`src/rtl/id_operand_issue.sv`:
```
// Decode-stage operand issue: holds one decoded instruction, resolves its source
// operands from forwarding paths or the register file, and tracks in-flight writes per register.
module id_operand_issue #(
    parameter int XLEN    = 32,
    parameter int NREAD   = 2,
    parameter int NFWD    = 2,
    parameter int PW      = 64,
    parameter int MAXPEND = 3
) (
    input  logic                  clk,
    input  logic                  reset,
    input  logic                  fs_to_ds_valid,
    output logic                  ds_allowin,
    input  logic [PW-1:0]         fs_payload,
    input  logic [NREAD*5-1:0]    fs_raddr,
    input  logic [NREAD-1:0]      fs_ruse,
    input  logic [4:0]            fs_dest,
    input  logic                  fs_gr_we,
    output logic                  ds_to_es_valid,
    input  logic                  es_allowin,
    output logic [PW-1:0]         ds_payload,
    output logic [NREAD*XLEN-1:0] ds_src_value,
    output logic [NREAD*5-1:0]    rf_raddr,
    input  logic [NREAD*XLEN-1:0] rf_rdata,
    input  logic [NFWD-1:0]       fwd_valid,
    input  logic [NFWD-1:0]       fwd_ready,
    input  logic [NFWD*5-1:0]     fwd_addr,
    input  logic [NFWD*XLEN-1:0]  fwd_data,
    input  logic                  wb_valid,
    input  logic [4:0]            wb_addr,
    input  logic                  flush,
    output logic                  ds_stall
);

    localparam int CW = $clog2(MAXPEND + 1);

    logic                  ds_valid_q, ds_valid_d;
    logic [PW-1:0]         payload_q;
    logic [NREAD*5-1:0]    raddr_q;
    logic [NREAD-1:0]      ruse_q;
    logic [4:0]            dest_q;
    logic                  gr_we_q;
    logic [CW-1:0]         pend_q [32];
    logic [CW-1:0]         pend_d [32];

    logic                  ds_ready_go;
    logic                  load;
    logic                  inc;
    logic                  dec;
    logic [NREAD*XLEN-1:0] src_value;

    assign ds_allowin     = !ds_valid_q || (ds_ready_go && es_allowin);
    assign ds_to_es_valid = ds_valid_q && ds_ready_go && !flush;
    assign ds_stall       = ds_valid_q && !ds_ready_go;
    assign load           = fs_to_ds_valid && ds_allowin && !flush;
    assign ds_payload     = payload_q;
    assign ds_src_value   = src_value;
    assign rf_raddr       = raddr_q;

    // Operand resolution: lowest-index forwarding match wins over the register file.
    always_comb begin
        logic [4:0]      a;
        logic            hit;
        logic            hit_rdy;
        logic [XLEN-1:0] hit_data;
        logic            blocked;
        a         = '0;
        hit       = 1'b0;
        hit_rdy   = 1'b0;
        hit_data  = '0;
        blocked   = 1'b0;
        src_value = '0;
        for (int i = 0; i < NREAD; i++) begin
            a        = raddr_q[i*5 +: 5];
            hit      = 1'b0;
            hit_rdy  = 1'b0;
            hit_data = '0;
            for (int j = NFWD - 1; j >= 0; j--) begin
                if (fwd_valid[j] && (fwd_addr[j*5 +: 5] == a)) begin
                    hit      = 1'b1;
                    hit_rdy  = fwd_ready[j];
                    hit_data = fwd_data[j*XLEN +: XLEN];
                end
            end
            if (ruse_q[i] && (a != 5'd0)) begin
                src_value[i*XLEN +: XLEN] = hit ? hit_data : rf_rdata[i*XLEN +: XLEN];
                if ((pend_q[a] != '0) && (!hit || !hit_rdy)) begin
                    blocked = 1'b1;
                end
            end
        end
        ds_ready_go = !blocked &&
                      !(gr_we_q && (dest_q != 5'd0) && (pend_q[dest_q] == CW'(MAXPEND)));
    end

    // Pending-write scoreboard; a simultaneous issue and commit to one register cancel out.
    always_comb begin
        inc    = ds_to_es_valid && es_allowin && gr_we_q && (dest_q != 5'd0);
        dec    = wb_valid && (wb_addr != 5'd0);
        pend_d = pend_q;
        if (inc && !(dec && (wb_addr == dest_q))) begin
            pend_d[dest_q] = pend_q[dest_q] + CW'(1);
        end
        if (dec && !(inc && (wb_addr == dest_q)) && (pend_q[wb_addr] != '0)) begin
            pend_d[wb_addr] = pend_q[wb_addr] - CW'(1);
        end
        pend_d[0] = '0;
    end

    always_comb begin
        ds_valid_d = ds_valid_q;
        if (flush) begin
            ds_valid_d = 1'b0;
        end else if (ds_allowin) begin
            ds_valid_d = fs_to_ds_valid;
        end
    end

    always_ff @(posedge clk) begin
        if (reset) begin
            ds_valid_q <= 1'b0;
            for (int r = 0; r < 32; r++) begin
                pend_q[r] <= '0;
            end
        end else begin
            ds_valid_q <= ds_valid_d;
            pend_q     <= pend_d;
        end
    end

    always_ff @(posedge clk) begin
        if (load) begin
            payload_q <= fs_payload;
            raddr_q   <= fs_raddr;
            ruse_q    <= fs_ruse;
            dest_q    <= fs_dest;
            gr_we_q   <= fs_gr_we;
        end
    end

endmodule

```
`config.mk`:
```
export PLATFORM = sky130hd
export DESIGN_NAME = id_operand_issue
export DESIGN_NICKNAME = d
export VERILOG_FILES = /design/src/rtl/id_operand_issue.sv
export SDC_FILE = /design/constraint.sdc
export NUM_CORES = 1
export LEC_CHECK = 0
export CORE_ASPECT_RATIO = 1.75
export CORE_MARGIN = 2
export CORE_UTILIZATION = 36
export DETAILED_ROUTE_END_ITERATION = 6
export DONT_BUFFER_PORTS = 1
export GPL_TIMING_DRIVEN = 0
export HOLD_SLACK_MARGIN = 0.05
export PLACE_DENSITY = 0.6
export SLEW_MARGIN = 10
export SYNTH_ARGS = -nofsm -noshare
export SYNTH_HDL_FRONTEND = slang
export SYNTH_SLANG_ARGS = --single-unit
```
`constraint.sdc`:
```
create_clock -name clk -period 26.8 [get_ports clk]
set_clock_uncertainty 0.15 [all_clocks]
set_input_delay 2.68 -clock clk [delete_from_list [all_inputs] [get_ports clk]]
set_output_delay 2.68 -clock clk [all_outputs]
set_load 0.02 [all_outputs]
```
==> results_dict.tcl <==
set metrics [dict create \
    dp.cells 1349 \
    globalRouteOverflowTotal 0 \
    syn_nets 1210 \
    cts_buffers 17 \
    cts_htree_levels 4 \
    routed_wl_mm 47.5 \
    postCtsSetupRepairBufs 0 \
    vdd_drop_max_mv 0.0695 \
    netlist_area_um2 9910 \
    start_util 0.364 \
    status "complete, no violations" \
    synthCells 973 \
    track_usage 0.322 \
    clk_path_buf_depth 2 \
    hold_start "pend_q[23]$_SDFF_PP0_" \
    synth.avg_cell_area_um2 10.2 \
    worstReg2RegStart "dest_q[0]$_DFFE_PP_" \
    avgRoutedWirePerCell_um 34.3 \
    finalSetupViolCount 0 \
    worst_setup_path_end_kind "output pin" \
    power.leakage_uw 0.00324 \
    start_kind "input pin" \
    hpwl_mm 37.5 \
    num_vias 9122 \
    grt_max_degree 17 \
    rsz0062_at_grt "false" \
    synthDistinctLibCells 65 \
    cp_data_required_time_ps 23970 \
    cts.clk_slew.worst_paths_ps 70 \
    dr.pass1.iters 5 \
    critPathKind "input pin to output pin" \
    fmax_mhz 117 \
    regArea_um2 3720 \
    hp-class "flop to flop" \
    core.rowCount 80 \
    vias_per_cell 6.59 \
    slew_viol_final 0 \
    tightest_slew_ps 1320 \
    postCtsHoldBufs 0 \
    nFillCells 2730 \
    routabilityCongestion 1.06 \
    slew_headroom 0.112 \
    startpoint "fwd_addr[7]" \
    crit_fanout 10 \
    drc 0 \
    area_growth_pct 11.0 \
    drt_iter0_drc 829 \
    fin_cells 1385 \
    die_h_um 224 \
    cts_tree "built" \
    min_period_ps 8580 \
    cpLargestDelayFamily "buffers and inverters" \
    slowest_stage "buf_1" \
    fin_crit_sh 0.320 \
    postCtsResizedCells 0 \
    maxCapViolCount 0 \
    worst-path-buf-inv 2 \
    critPathMaxStageDelay_ps 960 \
    clockRootBuffer "clkbuf_16" \
    power_density_nw_per_um2 49.1 \
    synthArstFlopShare 0 \
    cts.sinks 145 \
    crit_chain "xor2_1 > nor4_1 > and3_1 > clkbuf_1 > buf_1 > mux2i_1 > a211oi_1" \
    io_pins 376 \
    fp.dieArea_um2 28900 \
    ys_seq_area_frac 0.376 \
    multi_input_area_um2 5720 \
    final_antenna_net_count 0 \
    core-area_um2 27200 \
    ys_seq_elements 145 \
    drive_above_1_share 0.162 \
    grt_pass1_vias 9292 \
    final_nets 1236 \
    insertion_delay_ps 450 \
    tns_ps 0 \
    grt_pass1_wl_mm 65.3 \
    die_w_um 129 \
    antenna_found_initial 6 \
    synth-main-ff-cell "edfxtp_1" \
    final_hold_viol_count 0 \
    io_buffers 0 \
    synth_edf_count 82 \
    yosysWarnings 0 \
    arrival_ps 5750 \
]
==> area by class of cell <==
type                            instances  share of cell area
Multi-Input combinational cell        717               0.520
Sequential cell                       145               0.338
Tap cell                              369              0.0419
Buffer                                103              0.0407
Clock buffer                           18              0.0390
Clock inverter                         14              0.0119
Timing Repair Buffer                    7             0.00477
Inverter                                8             0.00273
Antenna cell                            4            0.000909
==> kinds of logic after synthesis <==
logic type,after synthesis,share of synthesized area
flops,145,0.376
simple gates,322,0.172
buf+inv,111,0.0482
compound gates,210,0.175
fa+ha+maj,2,0.00252
mux,158,0.205
xor+xnor,25,0.0221
==> routing by layer <==
layer	global-route usage	vias up	wire length, um	part of all wire
met4	0.289	4	5130	0.11
met5	0	-	26	0.00055
met3	0.109	204	4880	0.10
met1	0.302	4394	14700	0.31
met2	0.542	650	22800	0.48
li1	-	3870	-	-
==> worst paths after layout <==
path / endpoint / slack [ps] / cells after the start
max reg2reg: rf_raddr[1]$_DFFE_PP_ / 19920 / 19
max: ds_src_value[14] / 18220 / 7
min reg2reg: pend_q[23]$_SDFF_PP0_ / 400 / 2
min: pend_q[23]$_SDFF_PP0_ / 400 / 2
==> per-stage QoR <==
| stage | power, uW | worst slack [ps] | utilization | hold WS (ps) | area (um^2) |
|---|---|---|---|---|---|
| 2_1_floorplan | 297 | 15700 | - | 329 | 9910 |
| 3_3_place_gp | 312 | 12870 | 0.381 | 379 | 10400 |
| 3_5_place_dp | 312 | 18460 | 0.383 | 388 | 10400 |
| 4_1_cts | 544 | 18440 | 0.404 | 400 | 11000 |
| 5_1_grt | 557 | 18050 | 0.404 | 433 | 11000 |
| 6_report | 541 | 18220 | 0.404 | 404 | 11000 |
==> power breakdown <==
group,total (uW),internal (uW),switching [uW]
registers,251,242,8.57
clock network,233,123,110
logic,57.3,17.1,40.2
==> flip-flops by register name (all words and copies together) (netlist names) <==
register    cells
dest_q          5
ds_payload     64
ds_valid_q      1
gr_we_q         1
pend_q         62
rf_raddr       10
ruse_q          2
==> cells in the mapped netlist (all sizes together), types with 3 or more instances <==
master    n  share of area
mux2i   115           0.12
nor2    102          0.039
edfxtp   82           0.25
a211oi   64          0.048
dfxtp    63           0.13
clkbuf   59          0.022
buf      44          0.023
nand2    36          0.014
a221oi   35          0.044
mux4     35          0.080
nand3    31          0.016
nor3     31          0.016
a21oi    24          0.012
nand4    24          0.015
a31o     23          0.020
nor4     20          0.017
xor2     18          0.016
and2     16          0.011
and3     15         0.0095
a31oi    13         0.0082
a22oi    11         0.0083
nor2b     9         0.0057
inv       8         0.0030
mux2      8         0.0091
nor3b     8         0.0061
o21ai     7         0.0035
xnor2     7         0.0062
nand2b    6         0.0038
nor4b     6         0.0059
a22o      5         0.0044
a41o      4         0.0040
o221a     4         0.0045
a311o     3         0.0030
and3b     3         0.0027
o31a      3         0.0027
or3       3         0.0019
or3b      3         0.0027
==> tightest hold or removal path: stages (launching register included) <==
cell and delay [ps]:
dfxtp_1 360, nand2b_1 90, a31oi_1 70
==> layout by cell type, fill, tap and decap left out, drive strengths merged, types with 3 or more instances in the layout <==
master	n
a211oi	64
nand2b	6
a311o	3
buf	51
nor2b	9
a22oi	11
inv	19
or3b	3
nor4b	6
xnor2	7
a21oi	24
clkbuf	77
a221oi	35
a31oi	13
nand4	24
and3b	3
nor3b	8
nand2	36
nor2	102
mux2	8
diode	4
mux2i	115
mux4	35
o221a	4
or3	3
and3	15
o21ai	7
o31a	3
nor3	31
a31o	23
a22o	5
dfxtp	63
edfxtp	82
and2	16
a41o	4
xor2	18
nand3	31
nor4	20
Power figures use the tool's default switching activity.
